### config.mk
export PLATFORM = sky130hd
export DESIGN_NAME = fetch_unit
export DESIGN_NICKNAME = d
export VERILOG_FILES = /design/src/rtl/fetch_unit_pkg.sv /design/src/rtl/fetch_unit_next_pc.sv /design/src/rtl/fetch_unit.sv
export SDC_FILE = /design/constraint.sdc
export NUM_CORES = 1
export LEC_CHECK = 0
export BUFFER_PORTS_ARGS = -buffer_cell sky130_fd_sc_hd__buf_2
export CORE_ASPECT_RATIO = 0.75
export CORE_MARGIN = 2
export CORE_UTILIZATION = 36
export DETAILED_ROUTE_END_ITERATION = 10
export SETUP_SLACK_MARGIN = 0.2
export SKIP_CTS_REPAIR_TIMING = 1
export SYNTH_ARGS = -nofsm -noshare
export SYNTH_HDL_FRONTEND = slang
export SYNTH_HIERARCHICAL = 1
export SYNTH_SLANG_ARGS = --single-unit
### constraint.sdc
create_clock -name clk -period 4.05 [get_ports clk]
set_input_delay 0.6075 -clock clk [delete_from_list [all_inputs] [get_ports clk]]
set_output_delay 0.6075 -clock clk [all_outputs]
set_load 0.005 [all_outputs]
### src/rtl/fetch_unit_pkg.sv
// Shared core definitions for the instruction-fetch stage: next-PC select
// encodings, the default bubble instruction and the fetch FSM state type.
package fetch_unit_pkg;

    localparam int unsigned XLEN = 32;

    // Next-PC select from the decoder; 2'b11 behaves as PC+4.
    localparam logic [1:0] PCSRC_JALR   = 2'b00;
    localparam logic [1:0] PCSRC_TARGET = 2'b01;
    localparam logic [1:0] PCSRC_PLUS4  = 2'b10;

    // addi x0,x0,0 : shown to the decoder whenever nothing valid is held.
    localparam logic [XLEN-1:0] DEFAULT_NOP_INSTR = 32'h0000_0013;

    typedef enum logic [1:0] {
        ST_IDLE  = 2'b00,
        ST_FETCH = 2'b01,
        ST_EXEC  = 2'b10,
        ST_HALT  = 2'b11
    } fetch_state_e;

endpackage

### src/rtl/fetch_unit_next_pc.sv
// Combinational next-PC selection with alignment check.
module next_pc_gen
    import fetch_unit_pkg::*;
(
    input  logic [XLEN-1:0] pc,
    input  logic [1:0]      pcsrc,
    input  logic [XLEN-1:0] imm_ext,
    input  logic [XLEN-1:0] alu_result,
    output logic [XLEN-1:0] next_pc,
    output logic            target_misaligned
);

    logic [XLEN-1:0] w_jalr_target;

    // JALR clears bit 0 of rs1+imm; bit 1 may still be set and is caught below.
    assign w_jalr_target = alu_result & ~XLEN'(1);

    // Select the next PC; all adds wrap modulo 2^32.
    always_comb begin
        next_pc = pc + XLEN'(4);
        case (pcsrc)
            PCSRC_JALR:   next_pc = w_jalr_target;
            PCSRC_TARGET: next_pc = pc + imm_ext;
            default:      next_pc = pc + XLEN'(4);
        endcase
    end

    assign target_misaligned = (next_pc[1:0] != 2'b00);

endmodule

### src/rtl/fetch_unit.sv
// Instruction-fetch stage: holds the PC, fetches one word per instruction over
// a req/ready handshake, presents it until commit, then advances the PC.
module fetch_unit
    import fetch_unit_pkg::*;
#(
    parameter logic [31:0] RESET_PC  = 32'h0000_0000,
    parameter logic [31:0] NOP_INSTR = DEFAULT_NOP_INSTR
) (
    input  logic        clk,
    input  logic        rst,
    input  logic [1:0]  pcsrc,
    input  logic [31:0] imm_ext,
    input  logic [31:0] alu_result,
    input  logic        commit,
    output logic        imem_req,
    output logic [31:0] imem_addr,
    input  logic        imem_ready,
    input  logic [31:0] imem_rdata,
    output logic [31:0] instruction,
    output logic        instr_valid,
    output logic [31:0] pc,
    output logic [31:0] pc_plus4,
    output logic        misalign,
    output logic [31:0] instret
);

    fetch_state_e    r_state;
    logic [XLEN-1:0] r_pc;
    logic [XLEN-1:0] r_pc_plus4;
    logic [XLEN-1:0] r_instr;
    logic            r_valid;
    logic            r_req;
    logic            r_misalign;
    logic [XLEN-1:0] r_instret;

    logic [XLEN-1:0] w_next_pc;
    logic            w_target_misaligned;

    next_pc_gen u_next_pc_gen (
        .pc                (r_pc),
        .pcsrc             (pcsrc),
        .imm_ext           (imm_ext),
        .alu_result        (alu_result),
        .next_pc           (w_next_pc),
        .target_misaligned (w_target_misaligned)
    );

    // Fetch FSM with all outputs registered alongside the state.
    always_ff @(posedge clk or posedge rst) begin
        if (rst) begin
            r_state    <= ST_IDLE;
            r_pc       <= RESET_PC;
            r_pc_plus4 <= RESET_PC + XLEN'(4);
            r_instr    <= NOP_INSTR;
            r_valid    <= 1'b0;
            r_req      <= 1'b0;
            r_misalign <= 1'b0;
            r_instret  <= '0;
        end else begin
            case (r_state)
                ST_IDLE: begin
                    r_state <= ST_FETCH;
                    r_req   <= 1'b1;
                end
                ST_FETCH: begin
                    if (imem_ready) begin
                        r_instr <= imem_rdata;
                        r_valid <= 1'b1;
                        r_req   <= 1'b0;
                        r_state <= ST_EXEC;
                    end
                end
                ST_EXEC: begin
                    if (commit) begin
                        r_instret <= r_instret + XLEN'(1);
                        r_valid   <= 1'b0;
                        r_instr   <= NOP_INSTR;
                        if (w_target_misaligned) begin
                            // PC stays at the faulting instruction for debug.
                            r_misalign <= 1'b1;
                            r_state    <= ST_HALT;
                        end else begin
                            r_pc       <= w_next_pc;
                            r_pc_plus4 <= w_next_pc + XLEN'(4);
                            r_req      <= 1'b1;
                            r_state    <= ST_FETCH;
                        end
                    end
                end
                ST_HALT: begin
                    r_state <= ST_HALT;
                end
                default: begin
                    r_state <= ST_IDLE;
                end
            endcase
        end
    end

    assign imem_req    = r_req;
    assign imem_addr   = r_pc;
    assign instruction = r_instr;
    assign instr_valid = r_valid;
    assign pc          = r_pc;
    assign pc_plus4    = r_pc_plus4;
    assign misalign    = r_misalign;
    assign instret     = r_instret;

endmodule

==> run_results.csv <==
group,metric,value,unit
power_and_ir_drop,p_int,3.71,mW
synthesis,synth_cell_types,67,
finish,fin_nets,1366,
power_and_ir_drop,pwr-share-comb,0.366,
critical_path,r2r_setup_slack,0.22,ns
sta,layout_setup_ws,0.222,ns
detailed_routing,wirelength,24.9,mm
critical_path,cp_data_arrival_time,4.10,ns
clock_network,root_buffer,"clkbuf_16",
critical_path,critPathLaunchType,"flip-flop",
sta,tns,0,ns
synthesis,ys_ff_latch,131,
floorplanning,num_io_pins,265,
finish,drive_gt1_frac,0.385,
clock_network,cts_tree,"done",
clock_network,clockBufferDepth,2,
detailed_routing,ant_nets,0,
synthesis,avgSynthCellArea,9.35,um^2
synthesis,yosys-top-cells-area,"dfrtp_1 (37%), xnor2_1 (7.4%), ha_1 (5.0%)",
global_route,grt_pass1_vias,7289,
finish,antenna_cells,0,
synthesis,synth_cells,912,
place,dp_hpwl,18.8,mm
power_and_ir_drop,p_per_area,486,mW/mm^2
synthesis,yosysTopAreaCell,"dfrtp_1",
place,gp_congestion,0.916,
outcome,status,"finished clean",
synthesis,yosys_warnings,6,
clock_network,numClockSinks,131,
power_and_ir_drop,switching_share,0.332,
floorplanning,dieArea,0.0249,mm^2
critical_path,r2r_end,"pc_plus4[25]",
sta,slew_violations,0,
synthesis,async_flop_share,1.00,
global_route,grt_remaining_overflow,0,
clock_network,cts.htree.levels,4,
flow_run,cap_violations,0,
sta,period_share,0.945,
sta,relSlewSlack,0.196,
sta,final.min_clock_period,3.83,ns
clock_network,worst_skew_pair.late_latency,0.41,ns
place,port_buffers,263,
sta,hold_viol_final,0,
finish,final_area,0.0114,mm^2
sta,tightestPinTransition,1.21,ns
floorplanning,die_x,182,um
synthesis,synth_area,0.00852,mm^2
synthesis,synth-seq-area-share,0.385,
finish,most-common-layout-cells,"buf_2 (263), dfrtp_1 (127), buf_4 (102)",
synthesis,synth_edf_count,0,
clock_network,cts_made_buffers,17,
power_and_ir_drop,leakagePower,5.84,nW
min_path,min_path_type,"input pin to async pin",
floorplanning,core_area,0.0231,mm^2
finish,final_common_cell,"buf_2",
place,post-place-ws,-0.217,ns
global_route,groute.usage.overall,0.196,
detailed_routing,drc,0,
detailed_routing,dr.pass1.iters,5,
power_and_ir_drop,irDropWorstVdd,0.295,mV
finish,areaGrowthSynthToFinish,34.0,%
synthesis,synth_fp_nets,1049,
detailed_routing,via_per_inst,5.11,
sta,fin_skew,0.0105,ns
finish,fin_util,0.494,
critical_path,cp_max_fo,5,
power_and_ir_drop,switchingPower,1.84,mW
power_and_ir_drop,p_clk_frac,0.301,
place,place_area,0.0106,mm^2
floorplanning,start_util,0.369,
critical_path,ff2ff_path_depth,18,
detailed_routing,drt_iter0_markers,551,
critical_path,crit_type,"flip-flop to flip-flop",
global_route,grt_pass1_wl,38.5,mm
synthesis,synth_top_area_frac,0.373,
global_route,antenna_found_initial,0,
floorplanning,die_h,137,um
critical_path,r2r_start,"imem_addr[0]",
power_and_ir_drop,pwr-share-seq,0.333,
global_route,grt_max_degree,132,
sta,fmaxAchievable,261,MHz
floorplanning,rows,48,
sta,rsz0062_at_grt,"true",
critical_path,end_kind,"flip-flop",
synthesis,ys.flop_type,"dfrtp_1",
critical_path,critPathRequiredTime,4.32,ns
detailed_routing,vias,7875,
clock_network,clk_pin_slew,0.06,ns
sta,setup_viol,0,
detailed_routing,wire_per_inst,16.2,um
==> synthesized netlist by cell type (all sizes together) (8+ instances only) <==
| master | number |
|---|---|
| mux2i | 10 |
| nor3 | 17 |
| o21ai | 37 |
| nand2 | 66 |
| a21oi | 71 |
| a21o | 18 |
| nand3 | 49 |
| a22o | 31 |
| xnor2 | 72 |
| dfrtp | 127 |
| mux2 | 33 |
| nand2b | 9 |
| nor2b | 13 |
| a22oi | 8 |
| nor2 | 82 |
| a211oi | 12 |
| ha | 34 |
| and3 | 14 |
| clkbuf | 24 |
| buf | 45 |
| inv | 21 |
| nand4 | 17 |
| xor2 | 42 |
==> state kept, by name, summed over array words and instances, names as in the netlist <==
register / flops
r_state: 2
instruction: 32
imem_req: 1
instret: 32
imem_addr: 32
misalign: 1
pc_plus4: 30
instr_valid: 1
==> kinds of logic (layout without fill, tap and decap cells) <==
| family | count (synthesis) | in the layout | synth area share |
|---|---|---|---|
| and+or+nand+nor | 293 | 293 | 0.172 |
| AOI/OAI and AO/OA | 206 | 206 | 0.162 |
| DFF | 131 | 131 | 0.385 |
| xor gates and xnor gates | 114 | 114 | 0.117 |
| buffers and inverters | 90 | 420 | 0.0568 |
| muxes | 43 | 43 | 0.0553 |
| adders and majority gates | 35 | 35 | 0.0523 |
==> layer usage <==
layer / part of all wire / GRT usage
met5: 0 / 0
met4: 0.012 / 0.0519
met3: 0.062 / 0.0449
met2: 0.45 / 0.300
met1: 0.48 / 0.281
==> critical path: stages (launching register included) <==
cell and delay (ns):
dfrtp_1 0.38, ha_2 0.18, inv_2 0.06, fa_2 0.25, nor2b_4 0.06, o31ai_4 0.31
a21oi_2 0.11, o21ai_1 0.14, nand2b_1 0.09, a21o_1 0.17, a21oi_2 0.13, mux2i_1 0.20
a221o_1 0.16, nand4_1 0.21, buf_4 0.21, or4_4 0.64, nor4_4 0.18, xnor2_1 0.14
a21oi_1 0.08
==> worst max-delay path by stage <==
stage	to	from	slack, ns
after CTS	pc_plus4[31]	imem_addr[0]	0.1
after detailed placement	pc_plus4[31]	imm_ext[0]	-0.22
after floorplan	pc_plus4[27]	imm_ext[4]	0.26
final	pc_plus4[25]	imem_addr[0]	0.22
after global routing	pc_plus4[25]	imem_addr[0]	0.04
after global placement	pc_plus4[31]	imm_ext[0]	-0.14
==> stage by stage <==
stage          hold slack (ns)  power [mW]  instances
2_1_floorplan            0.451        2.97        912
3_3_place_gp             0.445        3.84       1506
3_5_place_dp             0.450        3.86       1506
4_1_cts                  0.395        5.57       1538
5_1_grt                  0.398        5.91       1542
6_report                 0.412        5.56       1542
==> area by class of cell <==
| cell class | instances | area, um^2 |
|---|---|---|
| inverters | 21 | 82.6 |
| well taps | 300 | 375 |
| multi-input cells | 691 | 4920 |
| flip-flops and latches | 131 | 3280 |
| clock inverters | 14 | 201 |
| fillers | 2206 | 11700 |
| clock buffers | 18 | 439 |
| repair buffers | 367 | 2120 |
==> power groups by stage <==
stage	registers [mW]	clock network [mW]	logic, mW
finish	1.85	1.67	2.03
global route	1.89	1.77	2.24
CTS	1.85	1.72	2.01
detailed placement	1.86	0	2.00
global placement	1.86	0	1.98
floorplan	1.91	0	1.06
Note: power is estimated with default switching activity, not from simulation.
